`src/rtl/ysyx_22041071_define.sv`:
```
// Shared core-wide macros: bus widths, AXI encodings and the reset PC.
`ifndef YSYX_22041071_DEFINE_SV
`define YSYX_22041071_DEFINE_SV
`define ysyx_22041071_ADDR_BUS       64
`define ysyx_22041071_AXI_LEN_WIDTH  8
`define ysyx_22041071_SIZE_D         2'b11
`define ysyx_22041071_START_ADDR     64'h0000_0000_8000_0000
`endif

```
`src/rtl/ysyx_22041071_fetch_req_pkg.sv`:
```
// Types and helpers shared by the fetch request unit and its pending queue.
package ysyx_22041071_fetch_req_pkg;

    typedef enum logic [1:0] {
        REDIR_NONE,
        REDIR_B,
        REDIR_JAL,
        REDIR_JALR
    } redir_e;

    // PC bit choosing the upper or lower word of a 64-bit fetch beat
    localparam int INST_HI_BIT = 2;

    function automatic redir_e redir_pick(input logic b, input logic j, input logic jr);
        if (b)  return REDIR_B;
        if (j)  return REDIR_JAL;
        if (jr) return REDIR_JALR;
        return REDIR_NONE;
    endfunction

endpackage

```
`src/rtl/ysyx_22041071_fetch_fifo.sv`:
```
// Pending-request queue: holds {pc, epoch} of each accepted AR until its last R beat.
module ysyx_22041071_fetch_fifo
    import ysyx_22041071_fetch_req_pkg::*;
#(
    parameter int DEPTH = 4,
    parameter int W     = 65,
    localparam int AW   = $clog2(DEPTH)
) (
    input  logic          clk,
    input  logic          reset,
    input  logic          push,
    input  logic [W-1:0]  push_data,
    input  logic          pop,
    output logic [W-1:0]  head_data,
    output logic          full,
    output logic          empty,
    output logic [AW:0]   count
);

    logic [W-1:0]  mem [DEPTH];
    logic [AW-1:0] wr_ptr, rd_ptr;
    logic          do_push, do_pop;

    assign full      = (count == (AW+1)'(DEPTH));
    assign empty     = (count == '0);
    assign do_push   = push && !full;
    assign do_pop    = pop && !empty;
    assign head_data = mem[rd_ptr];

    always_ff @(posedge clk) begin
        if (do_push) mem[wr_ptr] <= push_data;
    end

    // DEPTH is a power of two, so the pointers wrap naturally
    always_ff @(posedge clk) begin
        if (reset) begin
            wr_ptr <= '0;
            rd_ptr <= '0;
            count  <= '0;
        end else begin
            if (do_push) wr_ptr <= wr_ptr + 1'b1;
            if (do_pop)  rd_ptr <= rd_ptr + 1'b1;
            case ({do_push, do_pop})
                2'b10:   count <= count + 1'b1;
                2'b01:   count <= count - 1'b1;
                default: count <= count;
            endcase
        end
    end

endmodule

```
`src/rtl/ysyx_22041071_fetch_req.sv`:
```
// Instruction fetch front end: issues AXI AR requests, tracks them in order and
// forwards returned words to decode, dropping beats made stale by a redirect.
`include "ysyx_22041071_define.sv"

module ysyx_22041071_fetch_req
    import ysyx_22041071_fetch_req_pkg::*;
#(
    parameter int                ADDR_W   = `ysyx_22041071_ADDR_BUS,
    parameter logic [ADDR_W-1:0] START_PC = `ysyx_22041071_START_ADDR,
    parameter int                DEPTH    = 4,
    parameter int                PC_INC   = 4
) (
    input  logic                                    clk,
    input  logic                                    reset,
    input  logic                                    brch_sel,
    input  logic                                    jpc_sel,
    input  logic                                    jrpc_sel,
    input  logic [ADDR_W-1:0]                       bpc,
    input  logic [ADDR_W-1:0]                       jpc,
    input  logic [ADDR_W-1:0]                       jrpc,
    input  logic                                    stall,
    output logic                                    ar_valid,
    input  logic                                    ar_ready,
    output logic [ADDR_W-1:0]                       ar_addr,
    output logic [`ysyx_22041071_AXI_LEN_WIDTH-1:0] ar_len,
    output logic [1:0]                              ar_size,
    input  logic                                    r_valid,
    input  logic                                    r_last,
    input  logic [63:0]                             r_data,
    output logic                                    r_ready,
    output logic                                    inst_valid,
    input  logic                                    inst_ready,
    output logic [31:0]                             inst,
    output logic [ADDR_W-1:0]                       inst_pc
);

    localparam int CW = $clog2(DEPTH) + 1;

    logic [ADDR_W-1:0] fetch_pc, hold_addr, redir_pc, head_pc;
    logic              epoch, ar_hold, hold_stale, head_epoch;
    logic              redirect, ar_hs, issue_fresh, push_epoch, head_fresh, pop;
    logic              q_full, q_empty;
    logic [CW-1:0]     q_count;
    logic [ADDR_W:0]   head;
    redir_e            redir;

    always_comb begin
        redir    = redir_pick(brch_sel, jpc_sel, jrpc_sel);
        redir_pc = fetch_pc;
        unique case (redir)
            REDIR_B:    redir_pc = bpc;
            REDIR_JAL:  redir_pc = jpc;
            REDIR_JALR: redir_pc = jrpc;
            default:    redir_pc = fetch_pc;
        endcase
    end
    assign redirect = (redir != REDIR_NONE);

    // A presented AR stays put until accepted, even across redirects and stalls
    assign ar_valid = !reset && (ar_hold || (q_count < CW'(DEPTH) && !stall));
    assign ar_addr  = ar_hold ? hold_addr : fetch_pc;
    assign ar_len   = '0;
    assign ar_size  = `ysyx_22041071_SIZE_D;
    assign ar_hs    = ar_valid && ar_ready;

    // A held AR overtaken by a redirect is queued under the opposite epoch
    assign issue_fresh = !(ar_hold && hold_stale);
    assign push_epoch  = issue_fresh ? epoch : ~epoch;

    always_ff @(posedge clk) begin
        if (reset) begin
            fetch_pc   <= START_PC;
            epoch      <= 1'b0;
            ar_hold    <= 1'b0;
            hold_addr  <= START_PC;
            hold_stale <= 1'b0;
        end else begin
            ar_hold <= ar_valid && !ar_ready;
            if (ar_valid && !ar_ready) begin
                hold_addr  <= ar_addr;
                hold_stale <= (ar_hold && hold_stale) || redirect;
            end
            if (redirect) begin
                fetch_pc <= redir_pc;
                epoch    <= ~epoch;
            end else if (ar_hs && issue_fresh) begin
                fetch_pc <= fetch_pc + ADDR_W'(PC_INC);
            end
        end
    end

    ysyx_22041071_fetch_fifo #(
        .DEPTH (DEPTH),
        .W     (ADDR_W + 1)
    ) u_fifo (
        .clk       (clk),
        .reset     (reset),
        .push      (ar_hs && !q_full),
        .push_data ({ar_addr, push_epoch}),
        .pop       (pop),
        .head_data (head),
        .full      (q_full),
        .empty     (q_empty),
        .count     (q_count)
    );

    assign head_pc    = head[ADDR_W:1];
    assign head_epoch = head[0];
    // Compared against the pre-update epoch so a beat landing with a redirect still goes out
    assign head_fresh = !q_empty && (head_epoch == epoch);

    assign inst_valid = !reset && r_valid && head_fresh;
    assign r_ready    = !reset && !q_empty && (head_fresh ? inst_ready : 1'b1);
    assign inst       = head_pc[INST_HI_BIT] ? r_data[63:32] : r_data[31:0];
    assign inst_pc    = head_pc;
    assign pop        = r_valid && r_ready && r_last;

endmodule

```
`config.mk`:
```
export PLATFORM = sky130hd
export DESIGN_NAME = ysyx_22041071_fetch_req
export DESIGN_NICKNAME = d
export VERILOG_FILES = /design/src/rtl/ysyx_22041071_fetch_req_pkg.sv /design/src/rtl/ysyx_22041071_fetch_fifo.sv /design/src/rtl/ysyx_22041071_fetch_req.sv
export VERILOG_INCLUDE_DIRS = /design/src /design/src/rtl
export SDC_FILE = /design/constraint.sdc
export NUM_CORES = 1
export LEC_CHECK = 0
export ABC_AREA = 0
export BUFFER_PORTS_ARGS = -buffer_cell sky130_fd_sc_hd__buf_2
export CELL_PAD_IN_SITES_DETAIL_PLACEMENT = 0
export CELL_PAD_IN_SITES_GLOBAL_PLACEMENT = 1
export CORE_ASPECT_RATIO = 0.5
export CORE_MARGIN = 1
export CORE_UTILIZATION = 43
export DETAILED_ROUTE_END_ITERATION = 7
export PLACE_DENSITY = 0.82
export SKIP_LAST_GASP = 1
export SYNTH_ARGS = -nofsm -noshare
export SYNTH_HDL_FRONTEND = slang
export SYNTH_SLANG_ARGS = --single-unit
```
`constraint.sdc`:
```
create_clock -name clk -period 3.8 [get_ports clk]
set_input_delay 0.95 -clock clk [delete_from_list [all_inputs] [get_ports clk]]
set_output_delay 0.95 -clock clk [all_outputs]
set_load 0.02 [all_outputs]
```
==> impl_metrics.yaml, run 1 <==
critical_path:
  timing.critical_path.buf_inv: 1
  max_stage_delay_ns: 1.06
  critical_path.cell_chain: "o21ai_0 > buf_2"
  critPathRequiredTime_ns: 2.85
  cp_slowest_cell: "dfxtp_4"
  regToRegSetupSlack_ns: 0.76
  cp_max_fo: 82
  end_kind: "primary output"
  path_delay_family: "flip-flops"
  cp-start-kind: "flip-flop"
  worstSetupPathType: "flip-flop to primary output"
  arrival_ns: 2.49
placement:
  place_inst: 2456
  io_buffer_count: 428
  gp_congestion: 0.930
  place_hpwl_mm: 41.2
  dpl_cell_area_um2: 21800
clock_network:
  cts_resized: 0
  hold_buffers: 0
  clockBufferDepth: 3
  clkTransAtPathRegs_ns: 0.07
  clock-sinks: 400
  postCtsSetupBuffers: 0
  worstSkewPairLatency_ns: 0.54
  cts_root_buffer: "clkbuf_16"
  cts_buffers: 38
  ctsHtreeMaxLevel: 2
  cts_tree: "built"
pwr:
  p_total_mw: 9.86
  seq_power_share: 0.499
  switchingPower_mw: 2.49
  combPwrFrac: 0.120
  p_leak_nw: 8.60
  vdd_drop_max_v: 0.000247
  swShare: 0.252
  power.share.clock: 0.381
  p_int_mw: 7.37
  powerDensity_nw_per_um2: 428
finish:
  nets: 2181
  drive_gt1_frac: 0.405
  area_growth_syn_to_layout_pct: 20.2
  multi_input_comb_area_um2: 7940
  final_area_um2: 23000
  stdcell_count: 2526
  register_area_um2: 10600
  fill_cells: 3837
job:
  max-cap-violations: 0
global_routing:
  grt_overflow: 0
  grt_max_degree: 83
  grt_pass1_vias: 13291
  grt_pass1_wl_mm: 82.7
  grt_antenna_before_repair: 4
  gr-usage-all-layers: 0.242
timing:
  period_share: 0.904
  fin_tns_setup_ns: 0
  finalSetupViolations: 0
  finClkSkew_ns: 0.0268
  maxSlewHeadroom: 0.278
  worst_slew_pin_slew_ns: 1.08
  period_needed_ns: 3.44
  fmax_mhz: 291
  slew_viol_final: 0
  rsz0062_at_grt: "no"
  hold_viol_final: 0
  whs_ns: 0.453
logic_synthesis:
  synthCells: 1515
  netlist.top_cell.by_area: "edfxtp_1"
  synth_edf_count: 260
  synth_area_leaders: "edfxtp_1 (41%), dfxtp_1 (15%), mux2_2 (8.7%), mux4_2 (7.6%), nor2b_1 (2.6%)"
  async_flop_share: 0
  yosys_warnings: 0
  synthTopCellsByCount: "edfxtp_1 (260), mux2_2 (148), dfxtp_1 (140)"
  synth_top_cell_area_share: 0.407
  syn-cell-area_um2: 19200
  synth_seq_cells: 400
  synth.avg_cell_area_um2: 12.7
  synth_top_flop_cell: "edfxtp_1"
  yosysMostFrequentCell: "edfxtp_1"
  synth-seq-area-share: 0.553
  synth.distinct_cells: 87
detailed_routing:
  vias: 14530
  wirelength_mm: 57.8
  viasPerCell: 5.75
  drt_pre_antenna_iters: 6
  routedWlPerCell_um: 22.9
  drcViolationCount: 0
  drtIter0Drc: 1398
  drtAntennaViolNets: 0
floorplanning:
  initial_core_util: 0.438
  core_um2: 43800
  io_pins: 439
  dieArea_um2: 45500
  die_h_um: 151
  num_rows: 54
  die_x_um: 301
worst_hold_path:
  hold_path.class: "flip-flop to flip-flop"
outcome:
  outcome: "complete, no violations"
metal layers:
metal  vias to the layer above  wire length (um)  GRT usage
met5                         -                14          0
met4                         2              1880     0.0845
met3                       111              3850     0.0442
met2                       565             27200      0.381
met1                      7193             24800      0.338
li1                       6659                 -          -
cell usage in the layout, fill, tap and decap left out, drive strengths merged, types with 23 or more instances in the layout:
cell and n:
buf 469, edfxtp 260, mux2 148, dfxtp 140
o21ai 80, nor2b 80, nand2 77, mux4 65
nor2 50, clkbuf 46, nand3 42, nor3 41
a21oi 41, nand4 35, and3 23, inv 23
logic make-up after synthesis:
group,Yosys count,synth area share
flops,400,0.553
mux,216,0.165
compound gates,281,0.101
simple gates,449,0.133
buf+inv,145,0.0356
other cells,2,0.000392
xor+xnor,15,0.00685
fa+ha+maj,7,0.00496
metrics by stage:
| step | setup WS (ns) | utilization |
|---|---|---|
| 2_1_floorplan | 0.111 | - |
| 3_3_place_gp | 0.661 | 0.499 |
| 3_5_place_dp | 0.608 | 0.499 |
| 4_1_cts | 0.356 | 0.526 |
| 5_1_grt | 0.229 | 0.526 |
| 6_report | 0.364 | 0.526 |
power by group through the flow:
stage	clock, mW	sequential, mW	combinational (mW)
floorplan	0	4.94	0.750
global placement	0	5.00	1.17
CTS	3.82	4.91	1.19
global route	3.99	4.93	1.27
finish	3.76	4.91	1.18
detailed placement	0	5.00	1.18
worst reg2reg max path, stage by stage (launching register included):
cell and delay [ns]:
dfxtp_4 1.06, nand3b_1 0.41, a21oi_4 0.68, nand3_1 0.20, or4_1 0.44, a31oi_1 0.16
state kept, by name (all words and copies together) (netlist names), named ones only:
signal	flops
hold_stale	1
u_fifo.rd_ptr	2
u_fifo.wr_ptr	2
u_fifo.mem	260
epoch	1
hold_addr	64
ar_hold	1
u_fifo.count	3
fetch_pc	64
layout make-up:
class	count	area share
Sequential cell	400	0.461
Multi-Input combinational cell	978	0.344
Timing Repair Buffer	469	0.107
Clock buffer	46	0.0439
Tap cell	588	0.0319
Clock inverter	22	0.00836
Inverter	21	0.00342
Antenna cell	2	0.000217
path summary, 6_finish.rpt:
kind | start | depth (start not counted) | endpoint
max reg2reg | ar_hold | 5 | fetch_pc[35]
min | u_fifo.rd_ptr[1] | 1 | flip-flop
max | ar_hold | 2 | ar_addr[6]
min reg2reg | u_fifo.rd_ptr[1] | 1 | flip-flop
Power figures use the tool's default switching activity.
==> run 2: changes to the inputs <==
--- a/config.mk
+++ b/config.mk
@@ -7,6 +7,7 @@
 export NUM_CORES = 1
 export LEC_CHECK = 0
 export ABC_AREA = 0
+export ABC_CLOCK_PERIOD_IN_PS = 3800
 export BUFFER_PORTS_ARGS = -buffer_cell sky130_fd_sc_hd__buf_2
 export CELL_PAD_IN_SITES_DETAIL_PLACEMENT = 0
 export CELL_PAD_IN_SITES_GLOBAL_PLACEMENT = 1
@@ -15,6 +16,7 @@
 export CORE_UTILIZATION = 43
 export DETAILED_ROUTE_END_ITERATION = 7
 export PLACE_DENSITY = 0.82
+export RECOVER_POWER = 25
 export SKIP_LAST_GASP = 1
 export SYNTH_ARGS = -nofsm -noshare
 export SYNTH_HDL_FRONTEND = slang
==> run 2 against run 1 <==
- first-iteration DRC count down 13%
- register-to-register slack barely moved
- clock power about the same
- global-route usage unchanged
- utilization hardly changed
- non-clock buffer count is the same
- total power about the same
- critical path depth increased by 1
- clock skew hardly changed
- sequential cell count did not move
- highest routed layer unchanged
==> impl_metrics.yaml, run 2 (synthesized netlist as in run 1, its figures left out) <==
floorplanning:
  initial_core_util: 0.438
  die_x_um: 301
  core_um2: 43800
  dieArea_um2: 45500
  io_pins: 439
  die_h_um: 151
  num_rows: 54
clock_network:
  cts_root_buffer: "clkbuf_16"
  cts_resized: 0
  clockBufferDepth: 3
  clkTransAtPathRegs_ns: 0.07
  worstSkewPairLatency_ns: 0.54
  postCtsSetupBuffers: 0
  clock-sinks: 400
  cts_tree: "built"
  hold_buffers: 0
  cts_buffers: 38
  ctsHtreeMaxLevel: 2
critical_path:
  end_kind: "primary output"
  critPathRequiredTime_ns: 2.85
  cp_max_fo: 33
  cp-start-kind: "flip-flop"
  r2r-start: "ar_hold"
  max_stage_delay_ns: 0.92
  worstSetupPathType: "flip-flop to primary output"
  rr_worst_depth: 5
  regToRegSetupSlack_ns: 0.75
  arrival_ns: 2.62
  crit_end: "inst[29]"
  r2r-end: "fetch_pc[35]"
  critical_path.cell_chain: "mux4_2 > mux2_2 > buf_2"
  cp_slowest_cell: "mux4_2"
timing:
  finalSetupViolations: 0
  worst_slew_pin_slew_ns: 1.08
  fmax_mhz: 280
  slew_viol_final: 0
  rsz0062_at_grt: "no"
  hold_viol_final: 0
  period_share: 0.939
  setup_slack_ns: 0.232
  fin_tns_setup_ns: 0
  finClkSkew_ns: 0.0270
  maxSlewHeadroom: 0.277
  period_needed_ns: 3.57
detailed_routing:
  drtIter0Drc: 1211
  drt_pre_antenna_iters: 5
  viasPerCell: 5.78
  wirelength_mm: 57.7
  routedWlPerCell_um: 22.9
  drcViolationCount: 0
  vias: 14590
  drtAntennaViolNets: 0
global_routing:
  grt_antenna_before_repair: 5
  grt_overflow: 0
  gr-usage-all-layers: 0.242
  grt_pass1_wl_mm: 82.7
  grt_pass1_vias: 13291
  grt_max_degree: 83
finish:
  layout_common_cells: "buf_2 (427), edfxtp_1 (260), dfxtp_1 (138)"
  final_common_cell: "buf_2"
  drive_gt1_frac: 0.378
  largest_reg_flops: 260
  largest_registers: "u_fifo.mem x260, fetch_pc x64, hold_addr x64"
  largest-register: "u_fifo.mem"
  area_growth_syn_to_layout_pct: 20.1
  nets: 2181
pwr:
  power.share.clock: 0.382
  p_leak_nw: 8.63
  seq_power_share: 0.499
  vdd_drop_max_v: 0.000248
  combPwrFrac: 0.119
  p_int_mw: 7.35
  switchingPower_mw: 2.49
  powerDensity_nw_per_um2: 428
  swShare: 0.253
placement:
  io_buffer_count: 428
  dp_slack_ns: 0.608
  gp_congestion: 0.930
  place_hpwl_mm: 41.2
job:
  max-cap-violations: 0
worst_hold_path:
  hold_path.class: "flip-flop to flip-flop"
  hold_depth: 1
outcome:
  outcome: "complete, no violations"
[run 2: cell count changes in the layout (fill, tap and decap cells not counted)]
cell / previous run / this run
buf_4: 41 / 39
dfxtp_4: 2 / 1
clkbuf_1: 6 / 8
mux2_1: 0 / 49
dfxtp_1: 137 / 138
mux2_2: 148 / 99
[run 2: cell type report]
cell class / instances / area [um^2]
Timing Repair Buffer: 469 / 2460
Clock inverter: 22 / 193
Inverter: 21 / 78.8
Clock buffer: 46 / 1010
Fill cell: 3842 / 20700
Sequential cell: 400 / 10600
Antenna cell: 2 / 5.00
Multi-Input combinational cell: 978 / 7940
Tap cell: 588 / 736
[run 2: worst min-delay path by stage]
stage / startpoint / to / slack (ns)
final: u_fifo.rd_ptr[1] / flip-flop / 0.45
after global placement: u_fifo.rd_ptr[1] / flip-flop / 0.44
after detailed placement: u_fifo.rd_ptr[1] / flip-flop / 0.44
after floorplan: u_fifo.rd_ptr[1] / flip-flop / 0.43
after CTS: u_fifo.rd_ptr[1] / flip-flop / 0.45
after global routing: u_fifo.rd_ptr[1] / flip-flop / 0.47
[run 2: stage by stage]
step | hold slack (ns) | cell area, um^2 | utilization | power, mW | instances
after floorplan | 0.427 | 19200 | - | 5.69 | 1523
final | 0.450 | 23000 | 0.526 | 9.85 | 2526
after CTS | 0.455 | 23000 | 0.526 | 9.92 | 2524
after detailed placement | 0.442 | 21800 | 0.499 | 6.19 | 2456
after global placement | 0.442 | 21800 | 0.499 | 6.17 | 2456
after global routing | 0.474 | 23000 | 0.526 | 10.2 | 2525
[run 2: worst max-delay path: cells and delay by family, from the launching register on]
| kind | cells | cell delay (ns) |
|---|---|---|
| flip-flops | 1 | 0.53 |
| multiplexers | 2 | 1.36 |
| buffers and inverters | 1 | 0.17 |
[run 2: power groups by stage]
stage	Sequential [mW]	Clock, mW	Combinational [mW]
3_3_place_gp	5.00	0	1.17
5_1_grt	4.93	3.99	1.26
3_5_place_dp	5.00	0	1.18
6_report	4.91	3.76	1.17
2_1_floorplan	4.94	0	0.750
4_1_cts	4.91	3.82	1.19
[run 2: routing by layer]
layer | wire [um] | track usage
met5 | 14 | 0
met4 | 1880 | 0.0845
met3 | 4040 | 0.0442
met2 | 27300 | 0.381
met1 | 24500 | 0.338
==> run 3: changes to the inputs <==
--- a/config.mk
+++ b/config.mk
@@ -14,6 +14,7 @@
 export CORE_ASPECT_RATIO = 0.5
 export CORE_MARGIN = 1
 export CORE_UTILIZATION = 43
+export CTS_BUF_LIST = sky130_fd_sc_hd__clkbuf_16
 export DETAILED_ROUTE_END_ITERATION = 7
 export PLACE_DENSITY = 0.82
 export RECOVER_POWER = 25
==> run 3 against run 2 <==
- hold slack barely moved
- global-route usage barely moved
- sequential cell count did not move
- combinational power barely moved
- design area barely moved
- largest cell class unchanged
- highest routed layer unchanged
==> impl_metrics.yaml, run 3 (synthesized netlist as in run 1, its figures left out) <==
critical_path:
  cp-start-kind: "flip-flop"
  cp_max_fo: 33
  critical_path.cell_chain: "mux4_2 > mux2_2 > buf_2"
  path_delay_family: "multiplexers"
  rr_worst_depth: 5
  r2r-start: "ar_hold"
  r2r-end: "fetch_pc[35]"
  cp_slowest_cell: "mux4_2"
  regToRegSetupSlack_ns: 0.75
  end_kind: "primary output"
  max_stage_delay_ns: 0.91
  timing.critical_path.buf_inv: 1
  worstSetupPathType: "flip-flop to primary output"
  critPathRequiredTime_ns: 2.85
  arrival_ns: 2.62
detailed_routing:
  wirelength_mm: 57.7
  vias: 14590
  drtIter0Drc: 1392
  drcViolationCount: 0
  routedWlPerCell_um: 22.8
  drtAntennaViolNets: 0
  drt_pre_antenna_iters: 6
  viasPerCell: 5.77
clock_network:
  clkTransAtPathRegs_ns: 0.07
  ctsHtreeMaxLevel: 2
  cts_buffers: 38
  cts_tree: "built"
  cts_resized: 0
  cts_root_buffer: "clkbuf_16"
  hold_buffers: 0
  clock-sinks: 400
  clockBufferDepth: 3
  worstSkewPairLatency_ns: 0.55
  postCtsSetupBuffers: 0
global_routing:
  grt_pass1_wl_mm: 82.6
  gr-usage-all-layers: 0.242
  grt_antenna_before_repair: 6
  grt_overflow: 0
  grt_max_degree: 83
  grt_pass1_vias: 13270
finish:
  nets: 2181
  area_growth_syn_to_layout_pct: 20.1
  layout_common_cells: "buf_2 (427), edfxtp_1 (260), dfxtp_1 (138)"
  fin_util: 0.526
  final_common_cell: "buf_2"
  stdcell_count: 2527
  largest-register: "u_fifo.mem"
  largest_reg_flops: 260
  largest_registers: "u_fifo.mem x260, fetch_pc x64, hold_addr x64"
  final_area_um2: 23000
  drive_gt1_frac: 0.378
timing:
  fin_tns_setup_ns: 0
  finClkSkew_ns: 0.0293
  rsz0062_at_grt: "no"
  maxSlewHeadroom: 0.286
  fmax_mhz: 280
  finalSetupViolations: 0
  whs_ns: 0.450
  period_share: 0.938
  worst_slew_pin_slew_ns: 1.07
  hold_viol_final: 0
  slew_viol_final: 0
  period_needed_ns: 3.57
pwr:
  p_leak_nw: 8.65
  vdd_drop_max_v: 0.000247
  powerDensity_nw_per_um2: 426
floorplanning:
  num_rows: 54
  initial_core_util: 0.438
  io_pins: 439
  die_x_um: 301
  core_um2: 43800
  dieArea_um2: 45500
  die_h_um: 151
outcome:
  outcome: "complete, no violations"
job:
  max-cap-violations: 0
placement:
  dpl_cell_area_um2: 21800
  gp_congestion: 0.930
  place_hpwl_mm: 41.2
  io_buffer_count: 428
  place_inst: 2456
worst_hold_path:
  hold_path.class: "flip-flop to flip-flop"
  min_from: "u_fifo.rd_ptr[1]"
  hold_depth: 1
==> run 3: cell count changes in the layout (fill, tap and decap cells not counted) <==
cell      previous run  this run
clkinv_1             6         7
diode_2              2         3
clkbuf_8             1         0
clkbuf_1             8         2
inv_1               21        27
==> run 3: through the flow <==
| stage | setup slack (ns) | power, mW |
|---|---|---|
| finish | 0.234 | 9.80 |
| global route | 0.161 | 10.1 |
| CTS | 0.364 | 9.88 |
| detailed placement | 0.608 | 6.19 |
| global placement | 0.661 | 6.17 |
| floorplan | 0.111 | 5.69 |
==> run 3: cell type report <==
class	instances	area, um^2
clock buffer	39	976
multi-input combinational	978	7940
sequential	400	10600
timing repair buffer	469	2460
antenna	3	7.51
fill	3839	20800
inverter	21	78.8
tap	588	736
clock inverter	29	219
==> run 3: metal layers <==
metal  global-route usage  routed length [um]
met4               0.0838                1780
met5                    0                  14
met1                0.337               24500
met2                0.381               27300
met3               0.0445                4160
==> run 3: worst max-delay path by stage <==
stage,depth (start not counted),end
after floorplan,5,u_fifo.mem[1][0]
after global placement,6,fetch_pc[35]
after detailed placement,6,fetch_pc[35]
after CTS,2,ar_addr[6]
after global routing,3,inst_pc[47]
final,3,inst[29]
==> run 3: where the power goes <==
part           internal (mW)  leakage, nW  switching [mW]
registers               4.78         3.54           0.133
logic                  0.463         4.51           0.709
clock network           2.08        0.604            1.64
